==> src/rtl/uart_cmd_pkg.sv <==
// Shared RemoteComm definitions: response codes and the state encodings used by
// the UART command wrapper and its bit engines.
package uart_cmd_pkg;

  localparam logic [7:0] POS_ACK = 8'hA5;

  typedef enum logic {ASM_HIGH, ASM_LOW} asm_state_t;

  typedef enum logic [1:0] {RX_IDLE, RX_START, RX_DATA, RX_STOP} rx_state_t;

  typedef enum logic {TX_IDLE, TX_SEND} tx_state_t;

endpackage

==> src/rtl/uart_trx.sv <==
// UART bit engines: independent 8N1 receiver and transmitter sharing one baud divisor.
// The receiver reports a good byte via rx_rdy and a bad stop bit via rx_err.
module uart_trx
  import uart_cmd_pkg::*;
#(
  parameter int BAUD_DIV = 2604
) (
  input  logic       clk,
  input  logic       rst_n,
  input  logic       rx,
  output logic       tx,
  input  logic       send,
  input  logic [7:0] tx_byte,
  output logic       tx_busy,
  output logic       tx_done,
  output logic       rx_rdy,
  output logic [7:0] rx_data,
  output logic       rx_err,
  output logic       rx_active
);

  localparam int BW = $clog2(BAUD_DIV);
  localparam logic [BW-1:0] BAUD_LAST = BW'(BAUD_DIV - 1);
  localparam logic [BW-1:0] BAUD_HALF = BW'(BAUD_DIV / 2 - 1);

  logic            rx_meta, rx_sync, rx_prev;
  rx_state_t       rx_state, rx_nxt;
  logic [BW-1:0]   rx_baud;
  logic [3:0]      rx_bits;
  logic [7:0]      rx_shift;
  logic            rx_fall, rx_tick;

  tx_state_t       tx_state, tx_nxt;
  logic [BW-1:0]   tx_baud;
  logic [3:0]      tx_bits;
  logic [9:0]      tx_shift;
  logic            tx_tick, tx_last;

  // Sync chain presets high so reset never looks like a start bit
  always_ff @(posedge clk or negedge rst_n) begin
    if (!rst_n) begin
      rx_meta <= 1'b1;
      rx_sync <= 1'b1;
      rx_prev <= 1'b1;
    end else begin
      rx_meta <= rx;
      rx_sync <= rx_meta;
      rx_prev <= rx_sync;
    end
  end

  assign rx_fall   = rx_prev & ~rx_sync;
  assign rx_tick   = (rx_state == RX_START) ? (rx_baud == BAUD_HALF) : (rx_baud == BAUD_LAST);
  assign rx_data   = rx_shift;
  assign rx_active = (rx_state != RX_IDLE);

  always_ff @(posedge clk or negedge rst_n) begin
    if (!rst_n) rx_state <= RX_IDLE;
    else        rx_state <= rx_nxt;
  end

  always_comb begin
    rx_nxt = rx_state;
    rx_rdy = 1'b0;
    rx_err = 1'b0;
    case (rx_state)
      RX_IDLE:  if (rx_fall) rx_nxt = RX_START;
      RX_START: if (rx_tick) rx_nxt = rx_sync ? RX_IDLE : RX_DATA;
      RX_DATA:  if (rx_tick && rx_bits == 4'd7) rx_nxt = RX_STOP;
      RX_STOP: begin
        if (rx_tick) begin
          rx_nxt = RX_IDLE;
          rx_rdy = rx_sync;
          rx_err = ~rx_sync;
        end
      end
      default:  rx_nxt = RX_IDLE;
    endcase
  end

  always_ff @(posedge clk or negedge rst_n) begin
    if (!rst_n) begin
      rx_baud  <= '0;
      rx_bits  <= '0;
      rx_shift <= '0;
    end else begin
      if (rx_state == RX_IDLE || rx_tick) rx_baud <= '0;
      else                                rx_baud <= rx_baud + 1'b1;
      if (rx_state != RX_DATA) rx_bits <= '0;
      else if (rx_tick)        rx_bits <= rx_bits + 1'b1;
      if (rx_state == RX_DATA && rx_tick) rx_shift <= {rx_sync, rx_shift[7:1]};
    end
  end

  // Transmit frame is held as {stop, data, start} and shifted out LSB first
  assign tx_tick = (tx_baud == BAUD_LAST);
  assign tx_last = tx_tick && (tx_bits == 4'd9);
  assign tx_busy = (tx_state == TX_SEND);
  assign tx      = (tx_state == TX_IDLE) | tx_shift[0];

  always_ff @(posedge clk or negedge rst_n) begin
    if (!rst_n) tx_state <= TX_IDLE;
    else        tx_state <= tx_nxt;
  end

  always_comb begin
    tx_nxt = tx_state;
    case (tx_state)
      TX_IDLE: if (send)    tx_nxt = TX_SEND;
      TX_SEND: if (tx_last) tx_nxt = TX_IDLE;
      default:              tx_nxt = TX_IDLE;
    endcase
  end

  always_ff @(posedge clk or negedge rst_n) begin
    if (!rst_n) begin
      tx_baud  <= '0;
      tx_bits  <= '0;
      tx_shift <= '1;
      tx_done  <= 1'b0;
    end else begin
      tx_done <= (tx_state == TX_SEND) && tx_last;
      if (tx_state == TX_IDLE) begin
        tx_baud <= '0;
        tx_bits <= '0;
        if (send) tx_shift <= {1'b1, tx_byte, 1'b0};
      end else if (tx_tick) begin
        tx_baud  <= '0;
        tx_bits  <= tx_bits + 1'b1;
        tx_shift <= {1'b1, tx_shift[9:1]};
      end else begin
        tx_baud <= tx_baud + 1'b1;
      end
    end
  end

endmodule

==> src/rtl/uart_cmd_wrapper.sv <==
// RemoteComm responder: pairs received bytes (high first) into 16-bit commands for
// cmd_proc and sends single-byte responses back on TX.
module uart_cmd_wrapper
  import uart_cmd_pkg::*;
#(
  parameter int BAUD_DIV = 2604,
  parameter int GAP_TO   = 500000
) (
  input  logic        clk,
  input  logic        rst_n,
  input  logic        RX,
  output logic        TX,
  input  logic        clr_cmd_rdy,
  output logic [15:0] cmd,
  output logic        cmd_rdy,
  input  logic        send_resp,
  input  logic [7:0]  resp,
  output logic        tx_busy,
  output logic        tx_done,
  output logic        frm_err
);

  localparam int GW = $clog2(GAP_TO + 1);
  localparam logic [GW-1:0] GAP_LAST = GW'(GAP_TO);

  logic       rx_rdy, rx_err, rx_active;
  logic [7:0] rx_data;
  logic [7:0] high_byte;
  logic [GW-1:0] gap_cnt;
  logic       gap_timeout;
  asm_state_t asm_state, asm_nxt;

  uart_trx #(.BAUD_DIV(BAUD_DIV)) u_trx (
    .clk       (clk),
    .rst_n     (rst_n),
    .rx        (RX),
    .tx        (TX),
    .send      (send_resp),
    .tx_byte   (resp),
    .tx_busy   (tx_busy),
    .tx_done   (tx_done),
    .rx_rdy    (rx_rdy),
    .rx_data   (rx_data),
    .rx_err    (rx_err),
    .rx_active (rx_active)
  );

  // Gap only runs while waiting for the low byte's start bit
  assign gap_timeout = (asm_state == ASM_LOW) && !rx_active && (gap_cnt == GAP_LAST);

  always_ff @(posedge clk or negedge rst_n) begin
    if (!rst_n) asm_state <= ASM_HIGH;
    else        asm_state <= asm_nxt;
  end

  always_comb begin
    asm_nxt = asm_state;
    case (asm_state)
      ASM_HIGH: if (rx_rdy) asm_nxt = ASM_LOW;
      ASM_LOW:  if (rx_rdy || rx_err || gap_timeout) asm_nxt = ASM_HIGH;
      default:  asm_nxt = ASM_HIGH;
    endcase
  end

  // A completing low byte beats a coincident clr_cmd_rdy
  always_ff @(posedge clk or negedge rst_n) begin
    if (!rst_n) begin
      gap_cnt   <= '0;
      high_byte <= '0;
      cmd       <= '0;
      cmd_rdy   <= 1'b0;
      frm_err   <= 1'b0;
    end else begin
      if (asm_state == ASM_LOW && !rx_active && !gap_timeout) gap_cnt <= gap_cnt + 1'b1;
      else                                                    gap_cnt <= '0;
      if (asm_state == ASM_HIGH && rx_rdy) high_byte <= rx_data;
      if (asm_state == ASM_LOW && rx_rdy)  cmd <= {high_byte, rx_data};
      if (asm_state == ASM_LOW && rx_rdy)       cmd_rdy <= 1'b1;
      else if (asm_state == ASM_HIGH && rx_rdy) cmd_rdy <= 1'b0;
      else if (clr_cmd_rdy)                     cmd_rdy <= 1'b0;
      frm_err <= rx_err | gap_timeout;
    end
  end

endmodule

==> config.mk <==
export PLATFORM = sky130hd
export DESIGN_NAME = uart_cmd_wrapper
export DESIGN_NICKNAME = d
export VERILOG_FILES = /design/src/rtl/uart_cmd_pkg.sv /design/src/rtl/uart_trx.sv /design/src/rtl/uart_cmd_wrapper.sv
export SDC_FILE = /design/constraint.sdc
export NUM_CORES = 1
export LEC_CHECK = 0
export ABC_AREA = 0
export CAP_MARGIN = 30
export CELL_PAD_IN_SITES_DETAIL_PLACEMENT = 0
export CELL_PAD_IN_SITES_GLOBAL_PLACEMENT = 2
export CORE_ASPECT_RATIO = 1.4
export CORE_MARGIN = 2
export CORE_UTILIZATION = 30
export CTS_BUF_LIST = sky130_fd_sc_hd__clkbuf_2 sky130_fd_sc_hd__clkbuf_4 sky130_fd_sc_hd__clkbuf_8
export CTS_CLUSTER_DIAMETER = 80
export DETAILED_ROUTE_END_ITERATION = 8
export PLACE_DENSITY_LB_ADDON = 0.1
export SLEW_MARGIN = 20
export SYNTH_ARGS = -nofsm -noshare
export SYNTH_HDL_FRONTEND = slang
export SYNTH_SLANG_ARGS = --single-unit
export TNS_END_PERCENT = 30
==> constraint.sdc <==
create_clock -name clk -period 2.7 [get_ports clk]
set_input_delay 0.54 -clock clk [delete_from_list [all_inputs] [get_ports clk]]
set_output_delay 0.54 -clock clk [all_outputs]
set_load 0.03 [all_outputs]
==> results_dict.tcl, run 1 <==
set metrics [dict create \
    nets 476 \
    start_util_pct 30.6 \
    pin_count 34 \
    fin_cells 657 \
    max_stage_delay_ns 0.66 \
    max_freq_mhz 446 \
    vias_per_cell 4.74 \
    critPathBufInv 1 \
    hold_buffers 0 \
    drv_cap 0 \
    synthMuxAreaShare_pct 10.4 \
    worstSkewPairLatency_ns 0.39 \
    synth_top_family_by_area "simple AND/OR/NAND/NOR gates" \
    dp_worst_setup_slack_ns 0.509 \
    crit_fanout 3 \
    max-vdd-ir-drop_mv 0.211 \
    startpoint_type "register" \
    ys_warn_count 0 \
    grt_pass1_vias 3298 \
    dieWidth_um 111 \
    wl_per_cell_um 14.7 \
    cts.sinks 102 \
    clk_pin_slew_ns 0.12 \
    timing.final.max_slew_violations 0 \
    cts_resized 0 \
    hold_slack_ns 0.0327 \
    syn_avg_cell_area_sq_um 11.6 \
    gp_congestion 0.748 \
    dieArea_sq_um 17000 \
    fin_setup_tns_ns 0 \
    tritoncts "yes" \
    fin_crit_sh_pct 83.0 \
    ys_types 51 \
    required_ns 2.16 \
    yosys.area_share.simple_pct 19.6 \
    setup_violations 0 \
    p_per_area_nw_per_um2 577 \
    crit_path_top_delay_cell "clkdlybuf4s50_1" \
    ys_ff_latch 102 \
    synth_edf_count 0 \
    cts.path.max_buffers 2 \
    dp_cells 641 \
    n_antenna_cell 0 \
    leakage_nw 2.46 \
    status "complete, no violations" \
    drive_gt1_share_pct 17.8 \
    row_count 54 \
    yosys.area_share.xor_xnor_pct 7.15 \
    num_vias 3117 \
    cts-root-buf "clkbuf_8" \
    final-hold-violation-count 0 \
    postSynthNetCount 433 \
    rsz0062_at_grt "false" \
    critPathArrivalTime_ns 1.70 \
    core-area_sq_um 15600 \
    synth_area_sq_um 4780 \
    grt_antenna_before_repair 0 \
    setup_ws_ns 0.459 \
    fillers 1552 \
    period_needed_ns 2.24 \
    cp-end-kind "primary output" \
    die_y_um 153 \
    cts_setup_buffers 0 \
    async_reset_ff_share_pct 100 \
    grt_pass1_wl_um 17000 \
    cts-buffers-inserted 9 \
    critical-path-top-delay-family "buffers and inverters" \
    worstPathCellList "nand2b_1 -> clkdlybuf4s50_1" \
    port-buffer-count 33 \
    routed_wl_um 9670 \
    area_growth_pct 16.8 \
    skew_ns 0.0162 \
    place_hpwl_um 6510 \
    dr.pass1.iters 4 \
    grt_max_degree 55 \
    hold_class "in2async" \
    drt_iter0_drc 149 \
    overflow 0 \
    ys_seq_area_share_pct 53.8 \
    grt_use_total_pct 12.3 \
    synth_fa_ha_area_share_pct 1.83 \
    slew_headroom_pct 60.0 \
    critPathKind "reg2out" \
    yosys_most_used_dff "dfrtp_1" \
    postLayoutCoreUtil_pct 35.7 \
    ant_nets 0 \
    synth-compound-area-share_pct 5.16 \
    drcViolationCount 0 \
    worst_slew_pin_slew_ns 0.596 \
    syn_inst 413 \
    htreeDepth 3 \
]
==> cell usage after synthesis, drive strengths merged (2+ instances only) <==
cell type / n / share of area, %
clkbuf: 6 / 0.47
nor2b: 11 / 1.4
nand3b: 2 / 0.31
a211oi: 7 / 1.1
o21ai: 5 / 0.52
nand4b: 2 / 0.37
or2: 2 / 0.26
nor2: 55 / 4.3
mux2i: 7 / 1.5
mux2: 35 / 9.0
nor4: 6 / 1.4
dfrtp: 90 / 47
or3: 4 / 0.52
o31ai: 3 / 0.47
nand2: 21 / 1.7
buf: 5 / 0.84
nor3b: 2 / 0.55
a22o: 3 / 0.73
and2: 5 / 0.65
inv: 10 / 0.79
nand4: 11 / 1.4
nor4b: 3 / 0.55
and4: 3 / 0.55
nand4bb: 2 / 0.47
and3: 9 / 1.2
xor2: 23 / 4.2
nand2b: 5 / 0.65
xnor2: 16 / 2.9
a21oi: 9 / 0.94
dfstp: 12 / 6.6
nand3: 19 / 2.0
nor3: 5 / 0.86
o32ai: 2 / 0.37
ha: 7 / 1.8
==> sequential cells by signal (all words and copies together) (netlist names), 4 cells and up, named ones only <==
register / cells
high_byte: 8
u_trx.tx_shift: 9
u_trx.tx_bits: 4
u_trx.rx_baud: 12
cmd: 16
u_trx.rx_bits: 4
u_trx.tx_baud: 12
gap_cnt: 19
u_trx.rx_data: 8
==> stage by stage <==
| stage | area (sq um) | total power [W] |
|---|---|---|
| 2_1_floorplan | 4780 | 0.00209 |
| 3_3_place_gp | 5370 | 0.00223 |
| 3_5_place_dp | 5370 | 0.00224 |
| 4_1_cts | 5580 | 0.00329 |
| 5_1_grt | 5580 | 0.00343 |
| 6_report | 5580 | 0.00322 |
==> cell families (layout without fill, tap and decap cells) <==
family,count (synthesis),count (layout)
and+or+nand+nor,169,169
DFF,102,102
muxes,42,42
xor gates and xnor gates,39,39
AOI/OAI and AO/OA,33,33
buffers and inverters,21,69
adders and majority gates,7,7
==> routing by layer <==
| metal | routed length, um | track usage, % |
|---|---|---|
| met1 | 4670 | 16.0 |
| met2 | 4620 | 20.1 |
| met3 | 277 | 2.82 |
| met4 | 108 | 4.29 |
| met5 | 0 | 0 |
==> report_power, final <==
part / total (W) / internal (W) / leakage, nW / switching [W]
logic: 0.000407 / 0.000193 / 1.00 / 0.000214
clock network: 0.00102 / 0.000377 / 0.104 / 0.000640
registers: 0.00179 / 0.00165 / 1.35 / 0.000141
total: 0.00322 / 0.00222 / 2.46 / 0.000995
==> cell usage in the layout, fill, tap and decap left out, types with 5 or more instances in the layout <==
| master | count |
|---|---|
| clkdlybuf4s50_1 | 32 |
| xor2_1 | 23 |
| nor2b_1 | 11 |
| dfrtp_1 | 90 |
| mux2_2 | 26 |
| and2_1 | 5 |
| dfstp_2 | 12 |
| mux2_4 | 9 |
| ha_1 | 7 |
| xnor2_1 | 16 |
| inv_1 | 10 |
| nand3_1 | 19 |
| nand4_1 | 11 |
| a21oi_1 | 9 |
| mux2i_1 | 7 |
| a211oi_1 | 7 |
| nand2b_1 | 5 |
| nand2_1 | 21 |
| and3_1 | 9 |
| nor2_1 | 55 |
| clkbuf_8 | 9 |
| buf_4 | 10 |
==> final timing paths <==
path	startpoint	depth (start not counted)	slack [ns]	end
setup reg to reg	u_trx.rx_baud[8]	6	0.51	cmd[4]
hold / removal	rst_n	1	0.03	u_trx.tx_baud[4]
min in group clk	u_trx.rx_meta	0	0.36	u_trx.rx_sync
setup / recovery	u_trx.tx_shift[0]	2	0.46	TX
hold reg to reg	u_trx.rx_meta	0	0.36	u_trx.rx_sync
max in group asynchronous	rst_n	2	1.92	u_trx.rx_prev
==> cell type report <==
cell class                      instances  area (sq um)  share of cell area (%)
Sequential cell                       102          2570                    46.0
Multi-Input combinational cell        290          2110                    37.8
Clock buffer                            9           124                    2.22
Clock inverter                          7          81.3                    1.46
Tap cell                              196           245                    4.40
Inverter                               10          37.5                   0.673
Timing Repair Buffer                   43           415                    7.45
No activity file was read; power rests on OpenSTA's default activity.
==> run 2: changes to the inputs <==
==> constraint.sdc (replaced) <==
create_clock -name clk -period 1.95 [get_ports clk]
set_input_delay 0.39 -clock clk [delete_from_list [all_inputs] [get_ports clk]]
set_output_delay 0.39 -clock clk [all_outputs]
set_load 0.03 [all_outputs]
==> results_dict.tcl, run 2 (synthesis results as in run 1) <==
set metrics [dict create \
    startpoint_type "register" \
    violations "setup timing" \
    crit_path_top_delay_cell "dfrtp_1" \
    grt_pass1_vias 3434 \
    top_register "gap_cnt" \
    cts.path.max_buffers 2 \
    status "finished, violations left" \
    tritoncts "yes" \
    dieArea_sq_um 17000 \
    setup_violations 10 \
    num_vias 3274 \
    regArea_sq_um 2570 \
    leakage_nw 2.65 \
    drv_cap 0 \
    rsz0062_at_grt "true" \
    reg2reg_depth 6 \
    pin_count 34 \
    multiInputGateArea_sq_um 2150 \
    cp-end-kind "register" \
    fin_setup_tns_ns -0.235 \
    wl_per_cell_um 14.8 \
    grt_pass1_wl_um 17300 \
    area_growth_pct 24.1 \
    p_per_area_nw_per_um2 771 \
    place_hpwl_um 7010 \
    rr_startpoint "u_trx.rx_baud[9]" \
    n_antenna_cell 0 \
    ant_nets 0 \
    max-vdd-ir-drop_mv 0.301 \
    drt_iter0_drc 85 \
    top_regs "gap_cnt (19), cmd (16)" \
    final-hold-violation-count 0 \
    hp-start "u_trx.rx_meta" \
    die_y_um 153 \
    timing.final.max_slew_violations 0 \
    skew_ns 0.0119 \
    fin_crit_sh_pct 102 \
    cts-buffers-inserted 9 \
    max_freq_mhz 502 \
    port-buffer-count 33 \
    clk_pin_slew_ns 0.12 \
    dr.pass1.iters 4 \
    htreeDepth 3 \
    critPathKind "reg2reg" \
    power_w 0.00457 \
    holdPathEnd "u_trx.rx_sync" \
    routed_wl_um 10200 \
    setup_ws_ns -0.0405 \
    start_util_pct 30.6 \
    grt_max_degree 39 \
    grt_use_total_pct 12.7 \
    mostFrequentLayoutCell "dfrtp_1" \
    critPathArrivalTime_ns 2.27 \
    grt_antenna_before_repair 0 \
    r2r_end "cmd[4]" \
    crit_fanout 17 \
    hold_class "reg2reg" \
    worstSkewPairLatency_ns 0.39 \
    hold_depth 0 \
    core-area_sq_um 15600 \
    worst_slew_pin_slew_ns 0.460 \
    worstPathCellList "a22o_4 -> nor4_4 -> a22oi_4 -> nor3b_4 -> buf_12 -> mux2_2" \
    gp_congestion 0.748 \
    fillers 1584 \
    row_count 54 \
    cts-root-buf "clkbuf_8" \
    required_ns 2.23 \
    overflow 0 \
    cts.sinks 102 \
    nets 508 \
    vias_per_cell 4.75 \
    drive_gt1_share_pct 24.5 \
    final_cell_mix "dfrtp_1 (90), nor2_1 (55), buf_4 (36), clkdlybuf4s50_1 (30), mux2_2 (26)" \
    r2r_slack_ns -0.04 \
    period_needed_ns 1.99 \
    dieWidth_um 111 \
    slew_headroom_pct 69.1 \
    drcViolationCount 0 \
    max_stage_delay_ns 0.45 \
    largest_register_ffs 19 \
]
-- run 2: routing by layer --
layer	wire length [um]	vias up	global-route usage, %
met3	234	18	2.26
met5	0	-	0
met2	4980	40	20.6
met4	248	0	6.61
met1	4730	1629	16.3
li1	-	1587	-
-- run 2: worst max-delay path by stage --
stage | startpoint | end | slack (ns) | cells after the start
2_1_floorplan | u_trx.rx_baud[2] | cmd[10] | -0.09 | 7
3_3_place_gp | gap_cnt[14] | gap_cnt[8] | -0.003 | 6
3_5_place_dp | u_trx.rx_baud[9] | cmd[6] | -0.006 | 6
4_1_cts | u_trx.rx_baud[9] | cmd[4] | -0.04 | 6
5_1_grt | u_trx.rx_baud[9] | cmd[4] | -0.11 | 6
6_report | u_trx.rx_baud[9] | cmd[4] | -0.04 | 6
-- run 2: repair_timing --
| action | CTS | global route |
|---|---|---|
| hold endpoints to repair | 14 | 0 |
| hold buffers | 1 | 0 |
| setup buffers | 0 | 2 |
| gates resized for setup | 2 | 7 |
| cloned | 0 | 1 |
| setup endpoints to repair | 26 | 55 |
| pin swaps | 1 | 5 |
-- run 2: through the flow --
stage               hold slack [ns]  cells  instance area [sq um]  setup slack [ns]  utilization (%)
detailed placement            0.311    669                   5640          -0.00626             36.1
global route                  0.373    689                   5930            -0.106             38.0
CTS                           0.366    686                   5850           -0.0388             37.5
global placement              0.306    669                   5640          -0.00293             36.1
finish                        0.363    689                   5930           -0.0405             38.0
floorplan                    0.0944    413                   4780           -0.0932                -
-- run 2: layout make-up --
class | count | share of cell area [%]
Clock buffer | 9 | 2.09
Sequential cell | 102 | 43.3
Clock inverter | 7 | 1.27
Tap cell | 196 | 4.14
Timing Repair Buffer | 75 | 12.2
Multi-Input combinational cell | 290 | 36.3
Inverter | 10 | 0.633
-- run 2: worst max-delay path, delay by kind of cell (launching register included) --
family / cells / cell delay (ns)
simple gates: 2 / 0.42
buf+inv: 1 / 0.20
flops: 1 / 0.45
mux: 1 / 0.34
compound gates: 2 / 0.47
-- run 2: power by group --
group / internal [W] / switching (W) / total (W)
clock: 0.000514 / 0.000866 / 0.00138
sequential: 0.00229 / 0.000139 / 0.00243
combinational: 0.000381 / 0.000387 / 0.000768
==> run 3: changes to the inputs <==
--- a/config.mk
+++ b/config.mk
@@ -15,9 +15,10 @@
 export CTS_BUF_LIST = sky130_fd_sc_hd__clkbuf_2 sky130_fd_sc_hd__clkbuf_4 sky130_fd_sc_hd__clkbuf_8
 export CTS_CLUSTER_DIAMETER = 80
 export DETAILED_ROUTE_END_ITERATION = 8
+export MAX_ROUTING_LAYER = met4
 export PLACE_DENSITY_LB_ADDON = 0.1
 export SLEW_MARGIN = 20
 export SYNTH_ARGS = -nofsm -noshare
 export SYNTH_HDL_FRONTEND = slang
 export SYNTH_SLANG_ARGS = --single-unit
-export TNS_END_PERCENT = 30
+export TNS_END_PERCENT = 1
==> results_dict.tcl, run 3 (synthesis results as in run 1) <==
set metrics [dict create \
    start_util_pct 30.6 \
    critPathKind "reg2reg" \
    pin_count 34 \
    mostFrequentLayoutCell "dfrtp_1" \
    top_regs "gap_cnt (19), cmd (16)" \
    critical-path-top-delay-family "compound AO/OA/AOI/OAI gates" \
    drcViolationCount 0 \
    switching_power_w 0.00139 \
    fin_cells 689 \
    leakage_nw 2.65 \
    drv_cap 0 \
    worstSkewPairLatency_ns 0.39 \
    ant_nets 0 \
    htreeDepth 3 \
    fillers 1589 \
    max_stage_delay_ns 0.44 \
    cts.sinks 102 \
    vias_per_cell 4.80 \
    required_ns 2.23 \
    crit_fanout 17 \
    die_y_um 153 \
    setup_violations 6 \
    row_count 54 \
    clk_pin_slew_ns 0.12 \
    p_per_area_nw_per_um2 772 \
    cts-root-buf "clkbuf_8" \
    drive_gt1_share_pct 24.5 \
    max_freq_mhz 506 \
    routed_wl_um 10200 \
    fin_setup_tns_ns -0.115 \
    crit_path_top_delay_cell "dfrtp_1" \
    n_antenna_cell 0 \
    final_cell_mix "dfrtp_1 (90), nor2_1 (55), buf_4 (37), clkdlybuf4s50_1 (30), mux2_2 (25)" \
    nets 508 \
    dieWidth_um 111 \
    grt_antenna_before_repair 0 \
    drt_iter0_drc 115 \
    largest_register_ffs 19 \
    timing.final.max_slew_violations 0 \
    critPathBufInv 1 \
    top_register "gap_cnt" \
    hold_class "reg2reg" \
    startpoint_type "register" \
    cts-buffers-inserted 9 \
    slew_headroom_pct 69.4 \
    worstPathCellList "a22o_4 -> nor4_4 -> a22oi_4 -> nor3b_4 -> buf_12 -> mux2_2" \
    rsz0062_at_grt "true" \
    sw_frac_of_total_pct 30.5 \
    dieArea_sq_um 17000 \
    pwr-share-clk_pct 30.2 \
    grt_use_total_pct 13.1 \
    port-buffer-count 33 \
    comb_power_share_pct 16.8 \
    grt_pass1_vias 3455 \
    num_vias 3305 \
    place_hpwl_um 7010 \
    area_growth_pct 24.1 \
    status "finished, violations left" \
    worst_slew_pin_slew_ns 0.456 \
    max-vdd-ir-drop_mv 0.302 \
    core-area_sq_um 15600 \
    overflow 0 \
    final-hold-violation-count 0 \
    dr.pass1.iters 4 \
    violations "setup timing" \
    fin_crit_sh_pct 101 \
    hold_slack_ns 0.363 \
    period_needed_ns 1.98 \
    critPathArrivalTime_ns 2.26 \
    wl_per_cell_um 14.9 \
    tritoncts "yes" \
    gp_congestion 0.762 \
    setup_ws_ns -0.0272 \
    p_int_w 0.00318 \
    cp-end-kind "register" \
    skew_ns 0.0122 \
    dp_cells 669 \
    cts.path.max_buffers 2 \
    postLayoutCoreUtil_pct 38.0 \
    grt_pass1_wl_um 17400 \
    p_seq_share_pct 53.1 \
    grt_max_degree 39 \
]
run 3: cell types whose count changed in the layout (fill, tap and decap cells not counted):
| cell | delta |
|---|---|
| mux2_4 | +1 |
| buf_6 | -1 |
| mux2_2 | -1 |
| buf_4 | +1 |
run 3: final cells by class:
type	instances	area [sq um]	share of cell area (%)
Tap cell	196	245	4.14
Inverter	10	37.5	0.633
Clock inverter	7	75.1	1.27
Sequential cell	102	2570	43.3
Timing Repair Buffer	75	722	12.2
Clock buffer	9	124	2.09
Multi-Input combinational cell	290	2160	36.4
run 3: per-layer routing:
metal | up-vias | global-route usage (%) | share of wire, % | wire length (um)
met5 | - | - | 0 | 0
met4 | 0 | 6.61 | 2.7 | 272
met3 | 23 | 1.98 | 2.2 | 225
met2 | 55 | 20.7 | 49 | 5010
met1 | 1639 | 16.4 | 46 | 4740
li1 | 1588 | - | - | -
run 3: what timing repair did:
action	in CTS	in global routing
gates resized for setup	3	6
hold endpoints to repair	14	0
pin swaps	3	4
hold buffers	1	0
gates cloned	0	1
buffers inserted	0	2
setup endpoints to repair	26	55
run 3: worst register-to-register path, cell delays in order (launching register included):
cell     delay, ns
dfrtp_1       0.44
a22o_4        0.30
nor4_4        0.19
a22oi_4       0.15
nor3b_4       0.23
buf_12        0.20
mux2_2        0.35
run 3: power groups by stage:
stage / registers [W] / clock network (W) / logic [W]
2_1_floorplan: 0.00247 / 0 / 0.000447
3_3_place_gp: 0.00247 / 0 / 0.000776
3_5_place_dp: 0.00247 / 0 / 0.000778
4_1_cts: 0.00243 / 0.00147 / 0.000780
5_1_grt: 0.00245 / 0.00156 / 0.000868
6_report: 0.00243 / 0.00138 / 0.000767
run 3: worst paths after layout:
| kind | slack (ns) | endpoint | start | depth (start not counted) |
|---|---|---|---|---|
| hold / removal | 0.36 | u_trx.rx_sync | u_trx.rx_meta | 0 |
| setup / recovery | -0.03 | cmd[4] | u_trx.rx_baud[8] | 6 |
| hold reg to reg | 0.36 | u_trx.rx_sync | u_trx.rx_meta | 0 |
| setup reg to reg | -0.03 | cmd[4] | u_trx.rx_baud[8] | 6 |
| min in group asynchronous | 0.43 | gap_cnt[14] | rst_n | 2 |
| max in group asynchronous | 0.92 | u_trx.rx_baud[6] | rst_n | 3 |
run 3: per-stage QoR:
step                      cell area [sq um]  setup slack, ns  power, W
after floorplan                        4780          -0.0932   0.00292
after global placement                 5640         -0.00293   0.00325
after detailed placement               5640         -0.00626   0.00324
after CTS                              5850          -0.0309   0.00468
after global routing                   5930          -0.0882   0.00487
final                                  5930          -0.0272   0.00457
==> RTL edit, RTL diff (settings of run 2) <==
Register the output `TX`, cleared by the reset; this adds one clock of latency there. The other outputs are not delayed to match.
--- a/src/rtl/uart_cmd_wrapper.sv
+++ b/src/rtl/uart_cmd_wrapper.sv
@@ -23,6 +23,8 @@
   localparam int GW = $clog2(GAP_TO + 1);
   localparam logic [GW-1:0] GAP_LAST = GW'(GAP_TO);
 
+  logic TX_d;
+
   logic       rx_rdy, rx_err, rx_active;
   logic [7:0] rx_data;
   logic [7:0] high_byte;
@@ -34,7 +36,7 @@
     .clk       (clk),
     .rst_n     (rst_n),
     .rx        (RX),
-    .tx        (TX),
+    .tx        (TX_d),
     .send      (send_resp),
     .tx_byte   (resp),
     .tx_busy   (tx_busy),
@@ -82,5 +84,13 @@
     end
   end
 
+  always_ff @(posedge clk or negedge rst_n) begin
+    if (!rst_n) begin
+      TX <= '0;
+    end else begin
+      TX <= TX_d;
+    end
+  end
+
 endmodule
 
Check against the original RTL: not equivalent (a bounded check fails within 4 cycles, from zero or initial values and one cycle with rst_n low).
==> RTL edit against run 2 <==
Total power grew 0.82%. Sequential cell count up 1. Setup slack improved by 50 ps. Global-route usage down 0.15 points. Count of clock-buffer cells in the layout unchanged. Critical endpoint is now cmd[5]$_DFFE_PN0P_. Synthesized area up 0.52%. Wire length grew 0.30%. Fmax rose by 2.6%. Worst hold slack gained 1.8 ps. Final area up 2.3%. Final cell count shrank 0.15%. Critical path depth stayed put.
==> RTL edit: results <==
[global_routing]
track_usage = 0.126
grt_max_degree = 35
grt_pass1_wl_um = 17400
grt_pass1_vias = 3464
antenna_found_initial = 0

[cts]
htree_levels = 3
ctsHoldBuffers = 1
clkLatencyLatePin_ps = 380
cts_made_buffers = 9
cts_buffer_depth = 2
cts_setup_buffers = 0
cts_root_buffer = clkbuf_8
clk_pin_slew_ps = 120
cts_resized = 3

[placed_design]
dp_hpwl_um = 7040
gp_congestion = 0.718
port_buffers = 33
dp_slack_ps = -26.7

[worst_setup_path]
max_stage_delay_ps = 420
critPathTopFamily = simple AND/OR/NAND/NOR gates
worstPathMaxFanout = 17
crit_arrival_ps = 2220
slowest_stage = dfrtp_1

[logic_synthesis]
synth_ff_type = dfrtp_1
synth.distinct_cells = 51
synth-xor-area-share = 0.0711
synth_mux_area_frac = 0.104
synthAdderAreaFrac = 0.0182
synthTopCellsByArea = dfrtp_1 (47%), dfstp_2 (6.6%), mux2_2 (6.1%)
synth_common_cells = dfrtp_1 (91), nor2_1 (55), mux2_2 (26), xor2_1 (23), nand2_1 (21)
yosysSeqAreaShare = 0.540
yosysWarnings = 0
synthArstFlopShare = 1.00
synth_nets = 434
synth_compound_area_frac = 0.0513

[route]
dr.pass1.iters = 4
drt_iter0_drc = 96
via_per_inst = 4.73
routed_wl_um = 10200

[layout]
reg.largest.list = gap_cnt x19, cmd x16
layout-drive-gt1-share = 0.278
final_nets = 507
antenna_cells = 0

[timing]
fin_skew_ps = 11.7
tns_ps = 0
max_slew_margin = 0.659

[power_and_ir_drop]
p_leak_nw = 2.66
p_switching_mw = 1.42
vdd_drop_max_uv = 282

[job]
drv_cap = 0

[worst_hold_path]
hp-class = register to register

[run_status]
status = finished, final reports clean
RTL edit: worst paths after layout:
kind	from	endpoint	slack, ps	depth (start not counted)
worst max-delay path	u_trx.rx_baud[9]$_DFF_PN0_	cmd[5]$_DFFE_PN0P_	10	6
worst min-delay path	u_trx.rx_meta$_DFF_PN1_	u_trx.rx_sync$_DFF_PN1_	370	0
worst max register to register	u_trx.rx_baud[9]$_DFF_PN0_	cmd[5]$_DFFE_PN0P_	10	6
worst min register to register	u_trx.rx_meta$_DFF_PN1_	u_trx.rx_sync$_DFF_PN1_	370	0
max in group asynchronous	rst_n	u_trx.tx_shift[2]$_DFFE_PN1P_	850	3
min in group asynchronous	rst_n	gap_cnt[7]$_DFF_PN0_	470	2
RTL edit: area by class of cell:
cell class / count / area, um2
multi-input cells: 290 / 2270
inverters: 10 / 37.5
flip-flops and latches: 103 / 2590
clock inverters: 7 / 83.8
repair buffers: 73 / 716
clock buffers: 9 / 124
fillers: 1535 / 9540
well taps: 196 / 245
RTL edit: metrics by stage:
| stage | cells | hold WS (ps) | cell area, um2 |
|---|---|---|---|
| floorplan | 414 | 94.4 | 4810 |
| global placement | 667 | 349 | 5640 |
| detailed placement | 667 | 349 | 5640 |
| CTS | 684 | 366 | 5870 |
| global route | 688 | 374 | 6070 |
| finish | 688 | 365 | 6070 |
RTL edit: metal layers:
metal / global-route usage / wire [um]
met1: 0.152 / 4610
met2: 0.219 / 5120
met3: 0.0248 / 299
met4: 0.0524 / 191
met5: 0 / 0
RTL edit: power groups by stage:
stage	registers, mW	logic (mW)	clock network, mW
after floorplan	2.49	0.447	0
after global placement	2.49	0.757	0
after detailed placement	2.49	0.761	0
after CTS	2.45	0.768	1.49
after global routing	2.47	0.847	1.58
final	2.45	0.754	1.41
